## src/rtl/viterbi_pkg.sv

```systemverilog
// ---------------------------------------------------------------------------
// viterbi_pkg
// Shared definitions for the Viterbi decoder front end.
//   sched_state_t : read-scheduler FSM states (IDLE, FETCH, LOAD, SHIFT, DONE)
//   SYM_W_DEF     : default bits per code symbol (rate-1/2 hard decision)
//   WIDTH_DEF     : default FIFO word width
//   SPW_DEF       : default symbols per FIFO word
//   idx_width()   : width of a symbol index counter for a given symbols-per-word
// ---------------------------------------------------------------------------
package viterbi_pkg;

  typedef enum logic [2:0] {
    IDLE  = 3'd0,
    FETCH = 3'd1,
    LOAD  = 3'd2,
    SHIFT = 3'd3,
    DONE  = 3'd4
  } sched_state_t;

  localparam int SYM_W_DEF = 2;
  localparam int WIDTH_DEF = 16;
  localparam int SPW_DEF   = WIDTH_DEF / SYM_W_DEF;

  // A single-symbol word still needs a 1-bit index so the port never
  // collapses to zero width.
  function automatic int idx_width(input int spw);
    return (spw > 1) ? $clog2(spw) : 1;
  endfunction

endpackage

```

## src/rtl/sym_piso.sv

```systemverilog
// ---------------------------------------------------------------------------
// sym_piso
// Parallel-in / serial-out symbol register. A FIFO word is loaded whole and
// then presented SYM_W bits at a time, most significant symbol first.
// Ports:
//   clk, rst_n  : clock, asynchronous active-low reset
//   i_load      : capture i_din and restart the symbol index at 0
//   i_shift     : advance to the next symbol (ignored while i_load is high)
//   i_din       : WIDTH-bit word to unpack
//   o_sym       : current symbol (top SYM_W bits of the register)
//   o_sym_idx   : index of the current symbol within the word
//   o_last      : current symbol is the last one of the word
// ---------------------------------------------------------------------------
module sym_piso
  import viterbi_pkg::*;
#(
  parameter int WIDTH = WIDTH_DEF,
  parameter int SYM_W = SYM_W_DEF,
  parameter int IDX_W = idx_width(WIDTH_DEF / SYM_W_DEF)
) (
  input  logic             clk,
  input  logic             rst_n,
  input  logic             i_load,
  input  logic             i_shift,
  input  logic [WIDTH-1:0] i_din,
  output logic [SYM_W-1:0] o_sym,
  output logic [IDX_W-1:0] o_sym_idx,
  output logic             o_last
);

  localparam int SPW = WIDTH / SYM_W;

  logic [WIDTH-1:0] r_shreg;
  logic [IDX_W-1:0] r_idx;

  // Load wins over shift so a fresh word always starts at symbol 0.
  always_ff @(posedge clk or negedge rst_n) begin
    if (!rst_n) begin
      r_shreg <= '0;
      r_idx   <= '0;
    end else if (i_load) begin
      r_shreg <= i_din;
      r_idx   <= '0;
    end else if (i_shift) begin
      r_shreg <= r_shreg << SYM_W;
      r_idx   <= r_idx + IDX_W'(1);
    end
  end

  assign o_sym     = r_shreg[WIDTH-1 -: SYM_W];
  assign o_sym_idx = r_idx;
  assign o_last    = (r_idx == IDX_W'(SPW - 1));

endmodule

```

## src/rtl/fifo_sym_sched.sv

```systemverilog
// ---------------------------------------------------------------------------
// fifo_sym_sched
// Read-side controller for the Viterbi decoder input FIFO. For one frame of
// frame_len_i words it reads the FIFO once per word, unpacks each word into
// SYM_W-bit symbols (MSB first) and hands them to the decoder core over a
// valid/ready handshake with start/end-of-frame markers.
// Ports:
//   clk, rst_n    : clock, asynchronous active-low reset
//   start_i       : frame start pulse, accepted only when idle
//   frame_len_i   : frame length in FIFO words, sampled with an accepted start
//   flush_i       : synchronous abort back to idle, highest priority
//   fifo_rd_en_o  : FIFO read enable
//   fifo_dout_i   : FIFO read data, valid the cycle after a read
//   fifo_empty_i  : FIFO empty flag
//   sym_o         : current symbol
//   sym_valid_o   : symbol valid
//   sym_ready_i   : core accepts the symbol
//   sof_o / eof_o : first / last symbol of the frame
//   busy_o        : controller not idle
//   done_o        : one-cycle pulse after the last symbol is accepted
// ---------------------------------------------------------------------------
module fifo_sym_sched
  import viterbi_pkg::*;
#(
  parameter int WIDTH = WIDTH_DEF,
  parameter int SYM_W = SYM_W_DEF,
  parameter int LEN_W = 16
) (
  input  logic             clk,
  input  logic             rst_n,
  input  logic             start_i,
  input  logic [LEN_W-1:0] frame_len_i,
  input  logic             flush_i,
  output logic             fifo_rd_en_o,
  input  logic [WIDTH-1:0] fifo_dout_i,
  input  logic             fifo_empty_i,
  output logic [SYM_W-1:0] sym_o,
  output logic             sym_valid_o,
  input  logic             sym_ready_i,
  output logic             sof_o,
  output logic             eof_o,
  output logic             busy_o,
  output logic             done_o
);

  localparam int SPW   = WIDTH / SYM_W;
  localparam int IDX_W = idx_width(SPW);

  // A word must split into a whole number of symbols.
  if ((WIDTH % SYM_W) != 0) begin : g_width_check
    $error("fifo_sym_sched: WIDTH must be a multiple of SYM_W");
  end

  sched_state_t     r_state;
  sched_state_t     w_next;
  logic [LEN_W-1:0] r_words_left;
  logic             r_first_word;

  logic             w_in_shift;
  logic             w_accept;
  logic             w_load;
  logic [SYM_W-1:0] w_sym;
  logic [IDX_W-1:0] w_sym_idx;
  logic             w_last;

  assign w_in_shift = (r_state == SHIFT);
  assign w_accept   = w_in_shift && sym_ready_i;
  assign w_load     = (r_state == LOAD);

  sym_piso #(
    .WIDTH (WIDTH),
    .SYM_W (SYM_W),
    .IDX_W (IDX_W)
  ) u_piso (
    .clk       (clk),
    .rst_n     (rst_n),
    .i_load    (w_load),
    .i_shift   (w_accept),
    .i_din     (fifo_dout_i),
    .o_sym     (w_sym),
    .o_sym_idx (w_sym_idx),
    .o_last    (w_last)
  );

  // Next-state logic. Flush overrides everything, including a coincident
  // start, so a start in the flush cycle is simply dropped.
  always_comb begin
    w_next = r_state;
    if (flush_i) begin
      w_next = IDLE;
    end else begin
      case (r_state)
        IDLE:    if (start_i) w_next = (frame_len_i == '0) ? DONE : FETCH;
        FETCH:   if (!fifo_empty_i) w_next = LOAD;
        LOAD:    w_next = SHIFT;
        SHIFT:   if (w_accept && w_last) w_next = (r_words_left != '0) ? FETCH : DONE;
        DONE:    w_next = IDLE;
        default: w_next = IDLE;
      endcase
    end
  end

  // words_left is decremented when a word is loaded, so it reads 0 for the
  // whole of the final word; that is what marks the end-of-frame symbol.
  always_ff @(posedge clk or negedge rst_n) begin
    if (!rst_n) begin
      r_state      <= IDLE;
      r_words_left <= '0;
      r_first_word <= 1'b0;
    end else begin
      r_state <= w_next;
      if (flush_i) begin
        r_words_left <= '0;
        r_first_word <= 1'b0;
      end else if ((r_state == IDLE) && start_i) begin
        r_words_left <= frame_len_i;
        r_first_word <= 1'b1;
      end else if (w_load) begin
        r_words_left <= r_words_left - LEN_W'(1);
      end else if (w_accept && w_last) begin
        r_first_word <= 1'b0;
      end
    end
  end

  // All outputs decode from registered state (plus the FIFO flag for the
  // read strobe), so there is no path from sym_ready_i to sym_valid_o.
  assign fifo_rd_en_o = (r_state == FETCH) && !fifo_empty_i;
  assign sym_valid_o  = w_in_shift;
  assign sym_o        = w_in_shift ? w_sym : '0;
  assign sof_o        = w_in_shift && r_first_word && (w_sym_idx == '0);
  assign eof_o        = w_in_shift && (r_words_left == '0) && w_last;
  assign busy_o       = (r_state != IDLE);
  assign done_o       = (r_state == DONE);

endmodule

```

## config.mk

```make
export PLATFORM = sky130hd
export DESIGN_NAME = fifo_sym_sched
export DESIGN_NICKNAME = d
export VERILOG_FILES = /design/src/rtl/viterbi_pkg.sv /design/src/rtl/sym_piso.sv /design/src/rtl/fifo_sym_sched.sv
export SDC_FILE = /design/constraint.sdc
export NUM_CORES = 1
export LEC_CHECK = 0
export CORE_ASPECT_RATIO = 1.4
export CORE_MARGIN = 2
export CORE_UTILIZATION = 51
export DETAILED_ROUTE_END_ITERATION = 10
export GPL_ROUTABILITY_DRIVEN = 0
export PLACE_DENSITY_LB_ADDON = 0.08
export SLEW_MARGIN = 40
export SYNTH_ARGS = -nofsm -noshare
export SYNTH_HDL_FRONTEND = slang
export SYNTH_SLANG_ARGS = --single-unit
```

## constraint.sdc

```tcl
create_clock -name clk -period 2 [get_ports clk]
set_input_delay 0.4 -clock clk [delete_from_list [all_inputs] [get_ports clk]]
set_output_delay 0.4 -clock clk [all_outputs]
set_load 0.005 [all_outputs]
```

==> impl_metrics.csv <==
group,metric,value,unit
cts,clk_pin_slew,0.08,ns
floorplan,ios,46,
timing,finalWorstSetupSlack,-0.114,ns
critical_path,r2r_cells,6,
cells_and_area,final_util,0.751,
grt,antenna_found_initial,0,
logic_synthesis,ys_seq_elements,39,
cts,cts.sinks,39,
logic_synthesis,syn_inst,240,
status,status,"finished, violations left",
timing,finalSetupViolations,1,
logic_synthesis,synth.largest_area_cell,"dfrtp_1",
logic_synthesis,netlist_area,0.00217,mm²
floorplan,coreArea,0.00417,mm²
critical_path,crit_fanout,4,
grt,grt_max_degree,33,
placement,port_buffers,45,
timing,hold-worst-slack,0.0729,ns
logic_synthesis,seq_area_frac_synth,0.450,
cts,cts_buffers,5,
cts,h-tree-depth,2,
drt,detail-route-antenna-nets,0,
critical_path,r2r_slack,0.08,ns
cells_and_area,insertedDiodeCount,0,
drt,wl_met2,3.04,mm
grt,grt_usage,0.261,
placement,place_area,0.00288,mm²
timing,hold_viol,0,
floorplan,die_area,0.00480,mm²
critical_path,arrival,1.71,ns
placement,place_ws,-0.305,ns
logic_synthesis,yosys.area.top_type_share,0.450,
timing,rsz0062_at_grt,"true",
cts,clk_latency,0.30,ns
cells_and_area,drive_gt1_frac,0.233,
drt,num_vias,2073,
power,p_per_area,1090,mW/mm²
cts,root_buffer,"clkbuf_8",
cells_and_area,nNetsFinal,359,
drt,dr.pass1.iters,4,
status,violations,"negative setup slack",
power,leakagePower,1.40,nW
cells_and_area,finish.instance_area,0.00313,mm²
timing,max_slew_margin,0.646,
cts,clockBufferDepth,2,
cts,holdBufCountCts,0,
cells_and_area,fill_cells,334,
cts,cts_tree,"yes",
logic_synthesis,synth_cell_types,41,
cells_and_area,layout_commonest_cell,"nand2_1",
floorplan,start_util,0.521,
power,switching_share,0.354,
grt,gr-total-overflow,0,
power,comb_power_share,0.430,
timing,tightest_slew,0.530,ns
drt,dr.max_layer_used,"met4",
floorplan,die-height,81.2,µm
floorplan,num_rows,28,
floorplan,die_w,59.1,µm
logic_synthesis,avgSynthCellArea,9.05,µm²
timing,fmax,0.473,GHz
placement,dp_cells,349,
critical_path,endpoint_kind,"output pin",
drt,drt-initial-drc-count,70,
cells_and_area,fin_cells,363,
timing,final.setup_skew,0.00926,ns
power,max-vdd-ir-drop,0.669,mV
flow_run,cap_violations,0,
drt,met1_length,2.31,mm
logic_synthesis,syn_nets,282,
min_path,hold_path_class,"in -> async",
timing,post-route-period-util,1.06,
logic_synthesis,synth.area.top_cells,"dfrtp_1 45%, nand2_1 7.3%, nor2_1 4.8%, a22oi_1 3.8%, a311oi_1 3.2%",
drt,drcViolationCount,0,
drt,vias_per_cell,5.71,
drt,wl_per_cell,15.8,µm
drt,wl,5.73,mm
power,power_frac_seq,0.369,
logic_synthesis,yosysWarnings,0,
timing,slew_viol_final,0,
drt,wl_met3,206,µm
power,intPower,2.20,mW
critical_path,start_kind,"flop",
grt,grt_pass1_vias,2119,
power,pwr-share-clk,0.201,
placement,dp_hpwl,4.10,mm
critical_path,critPathRequiredTime,1.60,ns
critical_path,crit_type,"reg -> out",
cells_and_area,syn_to_final_growth,44.2,%
grt,grt_pass1_wl,9.46,mm
timing,fin_crit,2.11,ns
cells_and_area,layout_common_cells,"42 x nand2_1, 39 x buf_4, 39 x dfrtp_1",
power,p_switching,1.21,mW
==> metrics by stage <==
stage | setup TNS, ns | total power [mW]
finish | -0.114 | 3.41
global route | -0.213 | 3.66
CTS | -0.174 | 3.32
detailed placement | -0.430 | 2.56
global placement | -0.351 | 2.52
floorplan | 0 | 1.98
==> cells by family after synthesis <==
group | count (synthesis) | synth area share
AND/OR/NAND/NOR | 115 | 0.286
AO/OA/AOI/OAI | 50 | 0.156
multiplexers | 2 | 0.00922
adder cells (fa/ha/maj) | 4 | 0.0231
flip-flops | 39 | 0.450
XOR/XNOR | 8 | 0.0323
buffers and inverters | 22 | 0.0438
==> power by group through the flow <==
stage	sequential [mW]	clock (mW)	combinational, mW
global placement	1.23	0	1.28
floorplan	1.23	0	0.750
detailed placement	1.25	0	1.31
global route	1.29	0.722	1.64
finish	1.26	0.685	1.47
CTS	1.24	0.694	1.38
==> per-layer routing <==
metal / track usage / vias to the layer above
li1: - / 1019
met1: 0.301 / 993
met2: 0.471 / 48
met3: 0.0494 / 13
met4: 0.0955 / 0
met5: 0 / -
==> critical path: stages (launching register included) <==
cell and delay [ns]:
dfrtp_1 0.41, nor4_4 0.31, buf_4 0.17, nand3_4 0.08
nand4bb_4 0.22, nor2_2 0.11, buf_2 0.12
==> final timing paths <==
kind                                    startpoint                  end
min in group clk                u_piso.r_shreg[14]   u_piso.r_shreg[14]
worst max-delay path              r_words_left[12]                eof_o
worst min register to register  u_piso.r_shreg[14]   u_piso.r_shreg[14]
worst min-delay path                         rst_n    u_piso.r_shreg[0]
worst max register to register          r_state[0]      r_words_left[9]
max in group asynchronous                    rst_n  u_piso.o_sym_idx[2]
==> Yosys cell counts, drive strengths merged <==
library cell   n
nor4           8
or3            8
nand2         42
or3b           1
inv            6
nor2b          1
a211oi         8
and4b          2
nand3b         1
or4b           1
nand3          3
ha             4
xor2           5
and3b          1
a31oi          2
a21oi          5
nor4b          1
or2            1
nand4          6
a22oi         11
mux2i          2
nor3           5
buf            7
clkbuf         9
o21ai         12
nand4bb        1
o22ai          2
and2           3
a311oi         8
xnor2          3
nor2          28
o41ai          1
nor3b          2
dfrtp         39
o31ai          1
==> layout make-up <==
| class | count | area (µm²) | area share |
|---|---|---|---|
| well taps | 45 | 56.3 | 0.0180 |
| flip-flops and latches | 39 | 976 | 0.312 |
| repair buffers | 86 | 757 | 0.242 |
| inverters | 6 | 22.5 | 0.00719 |
| multi-input cells | 179 | 1200 | 0.384 |
| clock inverters | 2 | 35.0 | 0.0112 |
| clock buffers | 6 | 82.6 | 0.0264 |
==> registers in the layout, indices dropped and copies added, names as in the netlist <==
| name | count |
|---|---|
| u_piso.r_shreg | 16 |
| r_words_left | 16 |
| u_piso.o_sym_idx | 3 |
| r_state | 3 |
| r_first_word | 1 |
==> timing repair <==
item,4_1_cts,5_1_grt
setup buffers,4,2
setup endpoints to repair,8,5
resized for setup,19,9
pin swaps,4,6
(Power assumes the default switching activity.)
